### config.mk
export PLATFORM = sky130hd
export DESIGN_NAME = mult_axi_lite_master
export DESIGN_NICKNAME = d
export VERILOG_FILES = /design/src/rtl/mult_axi_lite_master.sv
export SDC_FILE = /design/constraint.sdc
export NUM_CORES = 1
export LEC_CHECK = 0
export BUFFER_PORTS_ARGS = -buffer_cell sky130_fd_sc_hd__buf_2
export CORE_MARGIN = 2
export CORE_UTILIZATION = 41
export DETAILED_ROUTE_END_ITERATION = 8
export PLACE_DENSITY_LB_ADDON = 0.2
export SYNTH_ARGS = -nofsm -noshare
export SYNTH_HDL_FRONTEND = slang
export SYNTH_SLANG_ARGS = --single-unit
export TNS_END_PERCENT = 30
### constraint.sdc
create_clock -name m_axi_aclk -period 3.6 [get_ports m_axi_aclk]
set_clock_uncertainty 0.1 [all_clocks]
set_input_delay 0.72 -clock m_axi_aclk [delete_from_list [all_inputs] [get_ports m_axi_aclk]]
set_output_delay 0.72 -clock m_axi_aclk [all_outputs]
set_load 0.02 [all_outputs]
### src/rtl/mult_axi_lite_master.sv
// rtl/mult_axi_lite_master.sv - AXI4-Lite master driving the memory-mapped multiplier slave
//
// Accepts an operand pair on cmd_*, writes A to BASE+0x0 and B to BASE+0x4,
// reads the product low word from BASE+0x8 and the overflow flag from BASE+0xC,
// then presents res_data/res_ovf/res_err on res_* until res_ready.
//
// Ports:
//   m_axi_aclk, m_axi_areset     clock, synchronous active-high reset
//   cmd_valid/cmd_ready/cmd_a/b  operand pair command
//   res_valid/res_ready          result handshake
//   res_data/res_ovf/res_err     product low word, overflow bit, error bit
//   m_axi_aw*/w*/b*/ar*/r*       AXI4-Lite master bus (1-bit responses)
module mult_axi_lite_master #(
    parameter int DATA_WIDTH     = 32,
    parameter int ADDR_WIDTH     = 8,
    parameter int BASE_ADDR      = 0,
    parameter int OKAY_RESP      = 1,
    parameter int TIMEOUT_CYCLES = 64
) (
    input  logic                    m_axi_aclk,
    input  logic                    m_axi_areset,
    input  logic                    cmd_valid,
    output logic                    cmd_ready,
    input  logic [DATA_WIDTH-1:0]   cmd_a,
    input  logic [DATA_WIDTH-1:0]   cmd_b,
    output logic                    res_valid,
    input  logic                    res_ready,
    output logic [DATA_WIDTH-1:0]   res_data,
    output logic                    res_ovf,
    output logic                    res_err,
    output logic [ADDR_WIDTH-1:0]   m_axi_awaddr,
    output logic                    m_axi_awvalid,
    input  logic                    m_axi_awready,
    output logic [DATA_WIDTH-1:0]   m_axi_wdata,
    output logic [DATA_WIDTH/8:0]   m_axi_wstrb,
    output logic                    m_axi_wvalid,
    input  logic                    m_axi_wready,
    input  logic                    m_axi_bresp,
    input  logic                    m_axi_bvalid,
    output logic                    m_axi_bready,
    output logic [ADDR_WIDTH-1:0]   m_axi_araddr,
    output logic                    m_axi_arvalid,
    input  logic                    m_axi_arready,
    input  logic [DATA_WIDTH-1:0]   m_axi_rdata,
    input  logic                    m_axi_rresp,
    input  logic                    m_axi_rvalid,
    output logic                    m_axi_rready
);

    typedef enum logic [2:0] {IDLE, WR_A, WR_B, RD_LO, RD_OVF, RESP} state_t;

    localparam logic [ADDR_WIDTH-1:0] ADDR_A   = ADDR_WIDTH'(BASE_ADDR);
    localparam logic [ADDR_WIDTH-1:0] ADDR_B   = ADDR_WIDTH'(BASE_ADDR + 4);
    localparam logic [ADDR_WIDTH-1:0] ADDR_LO  = ADDR_WIDTH'(BASE_ADDR + 8);
    localparam logic [ADDR_WIDTH-1:0] ADDR_OVF = ADDR_WIDTH'(BASE_ADDR + 12);
    localparam logic                  OKAY_BIT = 1'(OKAY_RESP);
    localparam int                    CW       = (TIMEOUT_CYCLES > 2) ? $clog2(TIMEOUT_CYCLES) : 1;
    localparam logic [CW-1:0]         T_LAST   = CW'((TIMEOUT_CYCLES > 0) ? TIMEOUT_CYCLES - 1 : 0);

    state_t                  state;
    logic [DATA_WIDTH-1:0]   op_a;
    logic [DATA_WIDTH-1:0]   op_b;
    logic                    launched;
    logic                    aw_done, w_done, b_done, ar_done, r_done;
    logic [CW-1:0]           cnt;

    logic aw_hs, w_hs, b_hs, ar_hs, r_hs;
    logic aw_n, w_n, b_n, ar_n, r_n;
    logic wr_complete, rd_complete, timeout_hit;

    assign aw_hs = m_axi_awvalid & m_axi_awready;
    assign w_hs  = m_axi_wvalid & m_axi_wready;
    assign b_hs  = m_axi_bvalid & m_axi_bready;
    assign ar_hs = m_axi_arvalid & m_axi_arready;
    assign r_hs  = m_axi_rvalid & m_axi_rready;

    // Flags including this cycle's handshakes, so a completion seen on the
    // same edge as the last handshake exits without waiting a cycle.
    assign aw_n = aw_done | aw_hs;
    assign w_n  = w_done | w_hs;
    assign b_n  = b_done | b_hs;
    assign ar_n = ar_done | ar_hs;
    assign r_n  = r_done | r_hs;

    assign wr_complete = aw_n & w_n & b_n;
    assign rd_complete = ar_n & r_n;
    assign timeout_hit = (TIMEOUT_CYCLES != 0) && (cnt == T_LAST);

    assign m_axi_wstrb = '1;

    always_ff @(posedge m_axi_aclk) begin
        if (m_axi_areset) begin
            state         <= IDLE;
            cmd_ready     <= 1'b1;
            res_valid     <= 1'b0;
            res_data      <= '0;
            res_ovf       <= 1'b0;
            res_err       <= 1'b0;
            m_axi_awaddr  <= '0;
            m_axi_awvalid <= 1'b0;
            m_axi_wdata   <= '0;
            m_axi_wvalid  <= 1'b0;
            m_axi_bready  <= 1'b0;
            m_axi_araddr  <= '0;
            m_axi_arvalid <= 1'b0;
            m_axi_rready  <= 1'b0;
            op_a          <= '0;
            op_b          <= '0;
            launched      <= 1'b0;
            aw_done       <= 1'b0;
            w_done        <= 1'b0;
            b_done        <= 1'b0;
            ar_done       <= 1'b0;
            r_done        <= 1'b0;
            cnt           <= '0;
        end else begin
            case (state)
                IDLE: begin
                    if (cmd_valid && cmd_ready) begin
                        op_a      <= cmd_a;
                        op_b      <= cmd_b;
                        res_err   <= 1'b0;
                        res_data  <= '0;
                        res_ovf   <= 1'b0;
                        launched  <= 1'b0;
                        cnt       <= '0;
                        cmd_ready <= 1'b0;
                        state     <= WR_A;
                    end
                end

                WR_A, WR_B: begin
                    if (state == WR_A && !launched) begin
                        // The accept edge only latches operands; the first
                        // write is launched from the registered copy.
                        m_axi_awaddr  <= ADDR_A;
                        m_axi_wdata   <= op_a;
                        m_axi_awvalid <= 1'b1;
                        m_axi_wvalid  <= 1'b1;
                        m_axi_bready  <= 1'b1;
                        launched      <= 1'b1;
                        cnt           <= cnt + 1'b1;
                    end else begin
                        if (b_hs && m_axi_bresp != OKAY_BIT)
                            res_err <= 1'b1;
                        if (wr_complete) begin
                            aw_done       <= 1'b0;
                            w_done        <= 1'b0;
                            b_done        <= 1'b0;
                            m_axi_awvalid <= 1'b0;
                            m_axi_wvalid  <= 1'b0;
                            m_axi_bready  <= 1'b0;
                            cnt           <= '0;
                            if (state == WR_A) begin
                                m_axi_awaddr  <= ADDR_B;
                                m_axi_wdata   <= op_b;
                                m_axi_awvalid <= 1'b1;
                                m_axi_wvalid  <= 1'b1;
                                m_axi_bready  <= 1'b1;
                                state         <= WR_B;
                            end else begin
                                m_axi_araddr  <= ADDR_LO;
                                m_axi_arvalid <= 1'b1;
                                m_axi_rready  <= 1'b1;
                                state         <= RD_LO;
                            end
                        end else if (timeout_hit) begin
                            aw_done       <= 1'b0;
                            w_done        <= 1'b0;
                            b_done        <= 1'b0;
                            m_axi_awvalid <= 1'b0;
                            m_axi_wvalid  <= 1'b0;
                            m_axi_bready  <= 1'b0;
                            res_err       <= 1'b1;
                            state         <= RESP;
                        end else begin
                            aw_done <= aw_n;
                            w_done  <= w_n;
                            b_done  <= b_n;
                            if (aw_hs) m_axi_awvalid <= 1'b0;
                            if (w_hs)  m_axi_wvalid  <= 1'b0;
                            cnt <= cnt + 1'b1;
                        end
                    end
                end

                RD_LO, RD_OVF: begin
                    if (r_hs) begin
                        if (state == RD_LO) res_data <= m_axi_rdata;
                        else                res_ovf  <= m_axi_rdata[0];
                        if (m_axi_rresp != OKAY_BIT)
                            res_err <= 1'b1;
                    end
                    if (rd_complete) begin
                        ar_done       <= 1'b0;
                        r_done        <= 1'b0;
                        m_axi_arvalid <= 1'b0;
                        m_axi_rready  <= 1'b0;
                        cnt           <= '0;
                        if (state == RD_LO) begin
                            m_axi_araddr  <= ADDR_OVF;
                            m_axi_arvalid <= 1'b1;
                            m_axi_rready  <= 1'b1;
                            state         <= RD_OVF;
                        end else begin
                            state <= RESP;
                        end
                    end else if (timeout_hit) begin
                        ar_done       <= 1'b0;
                        r_done        <= 1'b0;
                        m_axi_arvalid <= 1'b0;
                        m_axi_rready  <= 1'b0;
                        res_err       <= 1'b1;
                        state         <= RESP;
                    end else begin
                        ar_done <= ar_n;
                        r_done  <= r_n;
                        if (ar_hs) m_axi_arvalid <= 1'b0;
                        cnt <= cnt + 1'b1;
                    end
                end

                RESP: begin
                    // Result registers settle on entry; res_valid follows one
                    // cycle later and they stay frozen until consumed.
                    if (!res_valid) begin
                        res_valid <= 1'b1;
                    end else if (res_ready) begin
                        res_valid <= 1'b0;
                        cmd_ready <= 1'b1;
                        state     <= IDLE;
                    end
                end

                default: state <= IDLE;
            endcase
        end
    end

endmodule

==> results of run 1 <==
==> synth_stat cells (all sizes together) (2+ instances only) <==
cell,count,area (µm²)
mux2,2,26.3
nand2b,4,25.0
inv,6,22.5
a21o,3,22.5
a31oi,6,37.5
nor2,48,190
o21ai,14,73.8
or3,2,17.5
o21a,2,15.0
o211ai,5,51.3
mux2i,34,340
nor3,8,51.3
conb,2,7.51
nand2,175,657
a21boi,4,30.0
or2,3,18.8
a21oi,121,617
buf,54,342
o32a,2,20.0
nor2b,5,31.3
and3,2,12.5
nor4,2,12.5
clkbuf,20,75.1
a211oi,39,338
dfxtp,155,3100
nand3,45,225
==> worst register-to-register path, delay by kind of cell, from the launching register on <==
family / cells / cell delay (ns)
compound gates: 2 / 0.49
buf+inv: 1 / 0.53
flops: 1 / 0.70
simple gates: 3 / 0.64
==> worst max path at each step <==
stage | startpoint | endpoint | slack [ns] | cells past startpoint
floorplan | cmd_valid | cnt[1] | 1.45 | 5
global placement | m_axi_bvalid | m_axi_wdata[19] | 1.06 | 7
detailed placement | m_axi_wready | m_axi_wdata[18] | 1.02 | 7
CTS | state[0] | m_axi_wdata[20] | 1.09 | 6
global route | state[0] | m_axi_wdata[15] | 0.80 | 6
finish | state[0] | m_axi_wdata[20] | 1.04 | 6
==> kinds of logic (layout without fill, tap and decap cells) <==
family          Yosys count  after routing  share of synthesized area, %
compound gates          205            205                          19.9
mux                      36             36                          5.64
flops                   155            155                          47.7
xor+xnor                  1              1                         0.135
fa+ha+maj                 1              1                         0.192
buf+inv                  80            235                          6.75
simple gates            297            297                          19.5
other cells               2             19                         0.115
==> power breakdown <==
group	total, mW	internal [mW]	switching, mW	leakage, nW
logic	0.634	0.235	0.399	1.74
clock network	2.00	1.28	0.725	0.322
registers	1.89	1.82	0.0682	1.26
total	4.52	3.33	1.19	3.33
==> cell type report <==
| cell class | count | area (µm²) | area share, % |
|---|---|---|---|
| antenna | 1 | 2.50 | 0.0306 |
| inverter | 6 | 22.5 | 0.276 |
| clock inverter | 12 | 206 | 2.53 |
| multi-input combinational | 558 | 3060 | 37.4 |
| clock buffer | 20 | 457 | 5.59 |
| tap | 216 | 270 | 3.31 |
| timing repair buffer | 197 | 1050 | 12.9 |
| sequential | 155 | 3100 | 38.0 |
==> per-layer routing <==
layer / wire length, µm / GRT usage [%] / vias up
met3: 1260 / 6.68 / 12
met5: 13 / 0 / -
met2: 7120 / 29.3 / 193
li1: - / - / 2974
met4: 138 / 5.19 / 2
met1: 7890 / 27.6 / 2632
==> per-stage QoR <==
stage	utilization [%]	power [mW]
after detailed placement	47.8	2.56
after global placement	47.8	2.55
final	52.0	4.52
after floorplan	-	2.37
after global routing	52.0	4.73
after CTS	52.0	4.56
==> registers in the layout, summed over array words and instances, names as in the netlist, 2 cells and up <==
name and flops:
cnt 6, res_data 32, m_axi_araddr 2, m_axi_wdata 32, op_a 32, op_b 32, state 3
==> summary.md, run 1 <==
| Metric | Value |
|---|---|
| Worst path cell trace | `nand2b_1 > nor2_1 > a21boi_4 > buf_4 > nor2_1 > a211oi_1` |
| HP Class | `flip-flop to flip-flop` |
| Yosys cell types | `between 50 and 60` |
| CTS Buf Count | `17` |
| DP Worst Slack | `1.02 ns` |
| Total negative slack | `0 ns` |
| Antenna Violating Nets Remaining | `0` |
| Worst hold margin | `0.348 ns` |
| Startpoint Class | `flip-flop` |
| CTS sink cnt | `155` |
| Commonest non-fill, non-tap cell in the layout | `buf_2` |
| Highest clock rate | `around 400 MHz` |
| Worst slew pin tran | `0.838 ns` |
| Overflow after GRT | `0` |
| Die Y | `130 µm` |
| P&R area growth vs syn | `25.6%` |
| Reg2reg start | `state[0]` |
| Final Cycle Share | `71.1%` |
| Vias in the first global route | `5274` |
| Main flop type after synthesis | `dfxtp_1` |
| Post-CTS Setup Bufs | `0` |
| Placed cell count | `between 1000 and 1500` |
| CTS max path bufs | `2` |
| DR DRC count | `0` |
| First-pass GRT wire length | `between 20 and 30 mm` |
| Share of layout cells above drive strength 1 | `27.1%` |
| Gpl congestion | `about 0.81` |
| Post_cts resized | `0` |
| Vias | `5813` |
| DIE AREA | `16900 µm²` |
| Asr flop ratio synth | `0%` |
| FF-to-FF End | `m_axi_wdata[20]` |
| CP dominant cell by count | `nor2_1` |
| Hold path startpoint | `res_data[16]` |
| Required time of the critical path | `3.82 ns` |
| Hold Vio Cnt, Final | `0` |
| RSZ-0062 raised after global routing | `no` |
| Reg2Reg Setup Slack | `1.04 ns` |
| IO buf count | `182` |
| Leakage Power | `3.33 nW` |
| YS warnings | `0` |
| Crit-path leading delay family | `flip-flops` |
| Worst-path clk slew | `0.07 ns` |
| Die X | `130 µm` |
| Nets | `1043` |
| Worst VDD drop | `340 µV` |
| Final worst setup slack | `1.04 ns` |
| Final instance area | `roughly 8200 µm²` |
| Layout Cells excl Fill | `1165` |
| Arrival time at the worst endpoint | `2.78 ns` |
| Placed Instance Area | `roughly 7500 µm²` |
| Worst path buffer plus inverter count | `1` |
| Drt total wl | `16.4 mm` |
| Tmin final | `2.56 ns` |
| Max Slew Vio Count | `0` |
| DR vias/cell | `4.99` |
| Fillers | `1545` |
| Most frequent cells in the layout | `buf_2, nand2_1, dfxtp_1` |
| Initial Util | `between 40% and 50%` |
| PwrDens | `approximately 550 nW/µm²` |
| R2R cell count | `6` |
| Number of H-tree levels | `4` |
| Initial antenna violation count | `2` |
| Worst Hold Depth | `2` |
| Slowest-stage cell, CP | `dfxtp_1` |
| DR iter-0 viols | `331` |
| CP Max Fanout | `64` |
| I/O pin total | `201` |
| FP Rows | `46` |
| Status | `completed` |
| Hold buffers post-CTS | `0` |
| Worst setup EP type | `flip-flop` |
| Largest net degree at the start of global routing | `73` |
| Netlist Area Pre-Place | `6500 µm²` |
| Final setup viols | `0` |
| Total core area | `15700 µm²` |
| CP max stage delay | `about 0.70 ns` |
| Sequential share of the synthesized area | `a little under half` |
| Syn Area/Cell | `8.37 µm²` |
| CTS Root Cell | `clkbuf_16` |
| Pre-antenna DRT Iters | `5` |
| TritonCTS clock tree | `built` |
| Hold EP | `res_data[16]` |
| DP HPWL | `11.1 mm` |
| Number of flops mapped to enable cells by yosys | `0` |
| Number of synthesized register bits | `155` |
| Average wire per standard cell | `14.1 µm` |
| Clk_lat worst skew | `0.43 ns` |
| Max Cap Viol | `0` |
| WS Path Type | `flip-flop to flip-flop` |
| Total track usage | `19.8%` |
| Worst slew margin | `44.1%` |
| Cells after synthesis | `777` |
Power figures use the tool's default switching activity.
==> run 2, diff against run 1 <==
Clock period 3.6 ns to 2.1 ns, I/O delays scaled along.
==> run 2 against run 1 <==
Register-to-register slack worse by 0.91 ns. Global-route usage is 0.11 points lower. Wire length is 0.94% higher. Maximum frequency is 30% higher. Via count is 2.0% higher. Utilization is 1.3 points higher. First-iteration DRC count is 10% lower. Non-clock buffer count is 18 higher. Combinational power is 86% higher.
==> summary.md, run 2 (same netlist as run 1, synthesis figures left out) <==
| Metric | Value |
|---|---|
| Status | `completed` |
| Antenna Violating Nets Remaining | `0` |
| Final instance area | `8370 µm²` |
| Fin util | `53.3%` |
| PwrDens | `898 nW/µm²` |
| Worst VDD drop | `549 µV` |
| Met3 Resource Use GR | `6.56%` |
| Share of layout cells above drive strength 1 | `28.3%` |
| DP HPWL | `11.4 mm` |
| Drt total wl | `roughly 17 mm` |
| Fillers | `about 1500` |
| WS Path Type | `flip-flop to flip-flop` |
| Average wire per standard cell | `roughly 14 µm` |
| FF+latch area | `roughly 3100 µm²` |
| Initial antenna violation count | `4` |
| Worst path cell trace | `ha_1 > nand2_1 > or2_2 > a32o_1 > a222oi_1 > nor2_1` |
| Startpoint Class | `flip-flop` |
| Placed Instance Area | `7750 µm²` |
| Met1 Use GR | `27.2%` |
| Total core area | `15700 µm²` |
| Initial Util | `41.4%` |
| FP Rows | `46` |
| Cell internal pwr | `5.50 mW` |
| P&R area growth vs syn | `28.7%` |
| Sw Share | `26.8%` |
| Vias | `5928` |
| Required time of the critical path | `2.28 ns` |
| RSZ-0062 raised after global routing | `no` |
| Clk_lat worst skew | `0.42 ns` |
| Pre-antenna DRT Iters | `5` |
| IO buf count | `approximately 180` |
| Hold Vio Cnt, Final | `0` |
| P_sw | `between 2 and 2.5 mW` |
| Reg power frac | `43.0%` |
| Commonest non-fill, non-tap cell in the layout | `buf_2` |
| Largest net degree at the start of global routing | `47` |
| CTS Root Cell | `clkbuf_16` |
| Final Cycle Share | `93.6%` |
| I/O pin total | `201` |
| M2 GR Usage | `29.5%` |
| CTS Buf Count | `17` |
| Gpl congestion | `0.834` |
| Final setup viols | `0` |
| Total track usage | `19.7%` |
| CTS max path bufs | `2` |
| Die Y | `130 µm` |
| Worst slew margin | `60.4%` |
| Nets | `around 1100` |
| Vias in the first global route | `5376` |
| Slowest-stage cell, CP | `dfxtp_1` |
| Worst setup EP type | `flip-flop` |
| Clock power frac | `41.3%` |
| Worst-path clk slew | `0.06 ns` |
| CTS sink cnt | `155` |
| DP Worst Slack | `0.0822 ns` |
| Final worst setup slack | `0.135 ns` |
| Worst slew pin tran | `0.594 ns` |
| CP max stage delay | `approximately 0.38 ns` |
| Arrival time at the worst endpoint | `2.14 ns` |
| Highest clock rate | `509 MHz` |
| Max Slew Vio Count | `0` |
| Number of H-tree levels | `4` |
| Area occupied by multi-input gates | `3060 µm²` |
| DR vias/cell | `5.01` |
| Leakage Power | `3.42 nW` |
| HP Class | `primary input to flip-flop` |
| TritonCTS clock tree | `built` |
| CP Max Fanout | `5` |
| DR DRC count | `0` |
| Gate power share | `15.7%` |
| GRT busiest layer | `met2` |
| DIE AREA | `16900 µm²` |
| Reg2Reg Setup Slack | `0.13 ns` |
| Most frequent cells in the layout | `buf_2, nand2_1, dfxtp_1` |
| Tmin final | `1.97 ns` |
| Overflow after GRT | `0` |
| Total negative slack | `0 ns` |
| First-pass GRT wire length | `about 27 mm` |
| Die X | `130 µm` |
| Max Cap Viol | `0` |
| DR iter-0 viols | `298` |
[run 2: power groups by stage]
stage                     combinational [mW]  clock (mW)  sequential [mW]
after global routing                    1.30        3.30             3.25
after CTS                               1.19        3.17             3.23
after global placement                  1.17           0             3.30
after detailed placement                1.18           0             3.30
final                                   1.18        3.11             3.23
after floorplan                        0.692           0             3.38
[run 2: worst paths after layout]
check | from | endpoint | cells after the start
min | cmd_b[0] | op_b[0] | 3
min reg2reg | res_data[17] | res_data[17] | 2
max reg2reg | cnt[0] | cnt[1] | 6
max | cnt[0] | cnt[1] | 6
[run 2: layout make-up]
cell class / instances / share of cell area (%)
Sequential cell: 155 / 37.1
Multi-Input combinational cell: 558 / 36.6
Timing Repair Buffer: 215 / 15.7
Clock buffer: 22 / 5.43
Tap cell: 216 / 3.23
Clock inverter: 10 / 1.69
Inverter: 6 / 0.269
Antenna cell: 2 / 0.0598
[run 2: timing repair]
action	4_1_cts	5_1_grt
hold buffers	0	0
endpoints found under the setup margin	0	3
setup buffers	0	2
resized for setup	0	1
[run 2: through the flow]
step,cells,hold slack (ns),total power [mW]
floorplan,793,0.336,4.07
global placement,1148,0.333,4.46
detailed placement,1148,0.341,4.48
CTS,1180,0.119,7.59
global route,1184,0.123,7.86
finish,1184,0.135,7.52
[run 2: worst max-delay path, delay by kind of cell, from the launching register on]
kind            cells  cell delay, ns
simple gates        3            0.58
compound gates      2            0.55
flops               1            0.38
fa+ha+maj           1            0.21
[run 2: metal layers]
| metal | vias up | wire, µm |
|---|---|---|
| li1 | 3010 | - |
| met1 | 2706 | 7970 |
| met2 | 191 | 7230 |
| met3 | 19 | 1220 |
| met4 | 2 | 147 |
| met5 | - | 13 |
==> run 3, diff against run 2 <==
Settings changed: CELL_PAD_IN_SITES_DETAIL_PLACEMENT set to 0, CELL_PAD_IN_SITES_GLOBAL_PLACEMENT set to 1, CORE_UTILIZATION 41 to 33.
==> run 3 against run 2 <==
Register-to-register slack about the same. Utilization decreased by 9.7 points. Combinational power about the same. Via count decreased by 2.7%. Final cell count rose by 3.9%. Power up 3.7%. First-iteration DRC count decreased by 25%. Hold slack improved by 0.0012 ns. Critical endpoint unchanged. Largest power group is now clock.
==> summary.md, run 3 (same netlist as run 1, synthesis figures left out) <==
| Metric | Value |
|---|---|
| Initial Util | `around 34%` |
| Slowest-stage cell, CP | `dfxtp_1` |
| Largest net degree at the start of global routing | `between 60 and 70` |
| CP Max Fanout | `5` |
| Required time of the critical path | `around 2.3 ns` |
| PwrDens | `922 nW/µm²` |
| HP Class | `primary input to flip-flop` |
| CTS Buf Count | `17` |
| Antenna Violating Nets Remaining | `0` |
| Initial antenna violation count | `2` |
| P&R area growth vs syn | `29.9%` |
| Gpl congestion | `0.781` |
| Die X | `~140 µm` |
| CTS Root Cell | `clkbuf_16` |
| WS Path Type | `flip-flop to flip-flop` |
| Clock power frac | `43.5%` |
| Post-CTS Setup Bufs | `0` |
| Fillers | `2035` |
| Share of layout cells above drive strength 1 | `28.2%` |
| Hold Vio Cnt, Final | `0` |
| Worst setup EP type | `flip-flop` |
| First-pass GRT wire length | `27.7 mm` |
| Vias in the first global route | `5339` |
| Die Y | `144 µm` |
| Commonest non-fill, non-tap cell in the layout | `buf_2` |
| Worst path cell trace | `ha_1 > nand2_1 > or2_2 > a32o_1 > a222oi_1 > nor2_1` |
| Average wire per standard cell | `14.3 µm` |
| FP Rows | `51` |
| Vias | `5767` |
| Number of H-tree levels | `4` |
| Total track usage | `between 10% and 20%` |
| Pre-antenna DRT Iters | `4` |
| Cell internal pwr | `5.71 mW` |
| Tmin final | `1.97 ns` |
| GRT busiest layer | `met2` |
| Arrival time at the worst endpoint | `around 2.2 ns` |
| CTS sink cnt | `roughly 160` |
| Reg2Reg Setup Slack | `0.13 ns` |
| Max Cap Viol | `0` |
| M2 GR Usage | `24.7%` |
| Nets | `roughly 1100` |
| Met3 Resource Use GR | `approximately 5.9%` |
| Sw Share | `a little over a quarter` |
| RSZ-0062 raised after global routing | `no` |
| Overflow after GRT | `0` |
| Drt total wl | `17.6 mm` |
| Highest clock rate | `508 MHz` |
| DR DRC count | `0` |
| Final setup viols | `0` |
| Startpoint Class | `flip-flop` |
| CTS max path bufs | `2` |
| Leakage Power | `around 3.4 nW` |
| Crit-path leading delay family | `simple AND/OR/NAND/NOR gates` |
| Max Slew Vio Count | `0` |
| Total core area | `slightly below 20000 µm²` |
| Fin util | `a little over two fifths` |
| I/O pin total | `201` |
| Hold buffers post-CTS | `0` |
| DP HPWL | `12.1 mm` |
| Final Cycle Share | `93.8%` |
| Worst slew pin tran | `0.550 ns` |
| Worst slew margin | `63.3%` |
| DR iter-0 viols | `223` |
| Post_cts resized | `0` |
| Status | `completed` |
| Reg power frac | `41.5%` |
| TritonCTS clock tree | `built` |
| IO buf count | `182` |
| Worst VDD drop | `about 550 µV` |
| DIE AREA | `20900 µm²` |
| Clk_lat worst skew | `between 0.4 and 0.5 ns` |
| Placed cell count | `about 1200` |
| DR vias/cell | `4.69` |
| Total negative slack | `0 ns` |
| Met1 Use GR | `23.1%` |
| Worst-path clk slew | `0.07 ns` |
| CP max stage delay | `0.39 ns` |
| Worst path buffer plus inverter count | `0` |
| Gate power share | `around 15%` |
| P_sw | `about 2.1 mW` |
| Most frequent cells in the layout | `buf_2, nand2_1, dfxtp_1` |
| Layout Cells excl Fill | `1230` |
==> run 3: power by group through the flow <==
| stage | clock network [mW] | registers, mW | logic [mW] |
|---|---|---|---|
| after floorplan | 0 | 3.38 | 0.692 |
| after global placement | 0 | 3.30 | 1.17 |
| after detailed placement | 0 | 3.30 | 1.18 |
| after CTS | 3.50 | 3.24 | 1.18 |
| after global routing | 3.62 | 3.26 | 1.30 |
| final | 3.39 | 3.23 | 1.17 |
==> run 3: tightest hold or removal path: stages <==
cell	delay, ns
buf_2	0.09
nand2_1	0.05
a21oi_1	0.05
==> run 3: cell type report <==
| cell class | instances | area [µm²] | share of cell area [%] |
|---|---|---|---|
| flip-flops and latches | 155 | 3100 | 36.7 |
| well taps | 265 | 332 | 3.92 |
| multi-input cells | 558 | 3060 | 36.2 |
| clock buffers | 19 | 433 | 5.12 |
| repair buffers | 213 | 1280 | 15.2 |
| inverters | 6 | 22.5 | 0.267 |
| clock inverters | 13 | 214 | 2.53 |
| diodes | 1 | 2.50 | 0.0296 |
==> run 3: through the flow <==
stage	worst slack [ns]	power (mW)	area (µm²)	hold slack (ns)
6_report	0.130	7.79	8450	0.137
5_1_grt	0.00141	8.18	8450	0.121
4_1_cts	0.0965	7.92	8440	0.115
3_5_place_dp	0.0757	4.48	7790	0.342
3_3_place_gp	0.0832	4.47	7790	0.334
2_1_floorplan	0.219	4.07	6570	0.336
==> run 3: path summary, 6_finish.rpt <==
path	startpoint	endpoint	cells past startpoint
setup / recovery	cnt[1]	cnt[1]	6
hold / removal	cmd_a[20]	op_a[20]	3
hold reg to reg	res_data[8]	res_data[8]	2
setup reg to reg	cnt[1]	cnt[1]	6
==> run 3: layer usage <==
metal  part of all wire (%)  up-vias
li1                       -     3003
met1                     49     2579
met2                     42      163
met3                    7.8       20
met4                   0.97        2
met5                  0.074        -
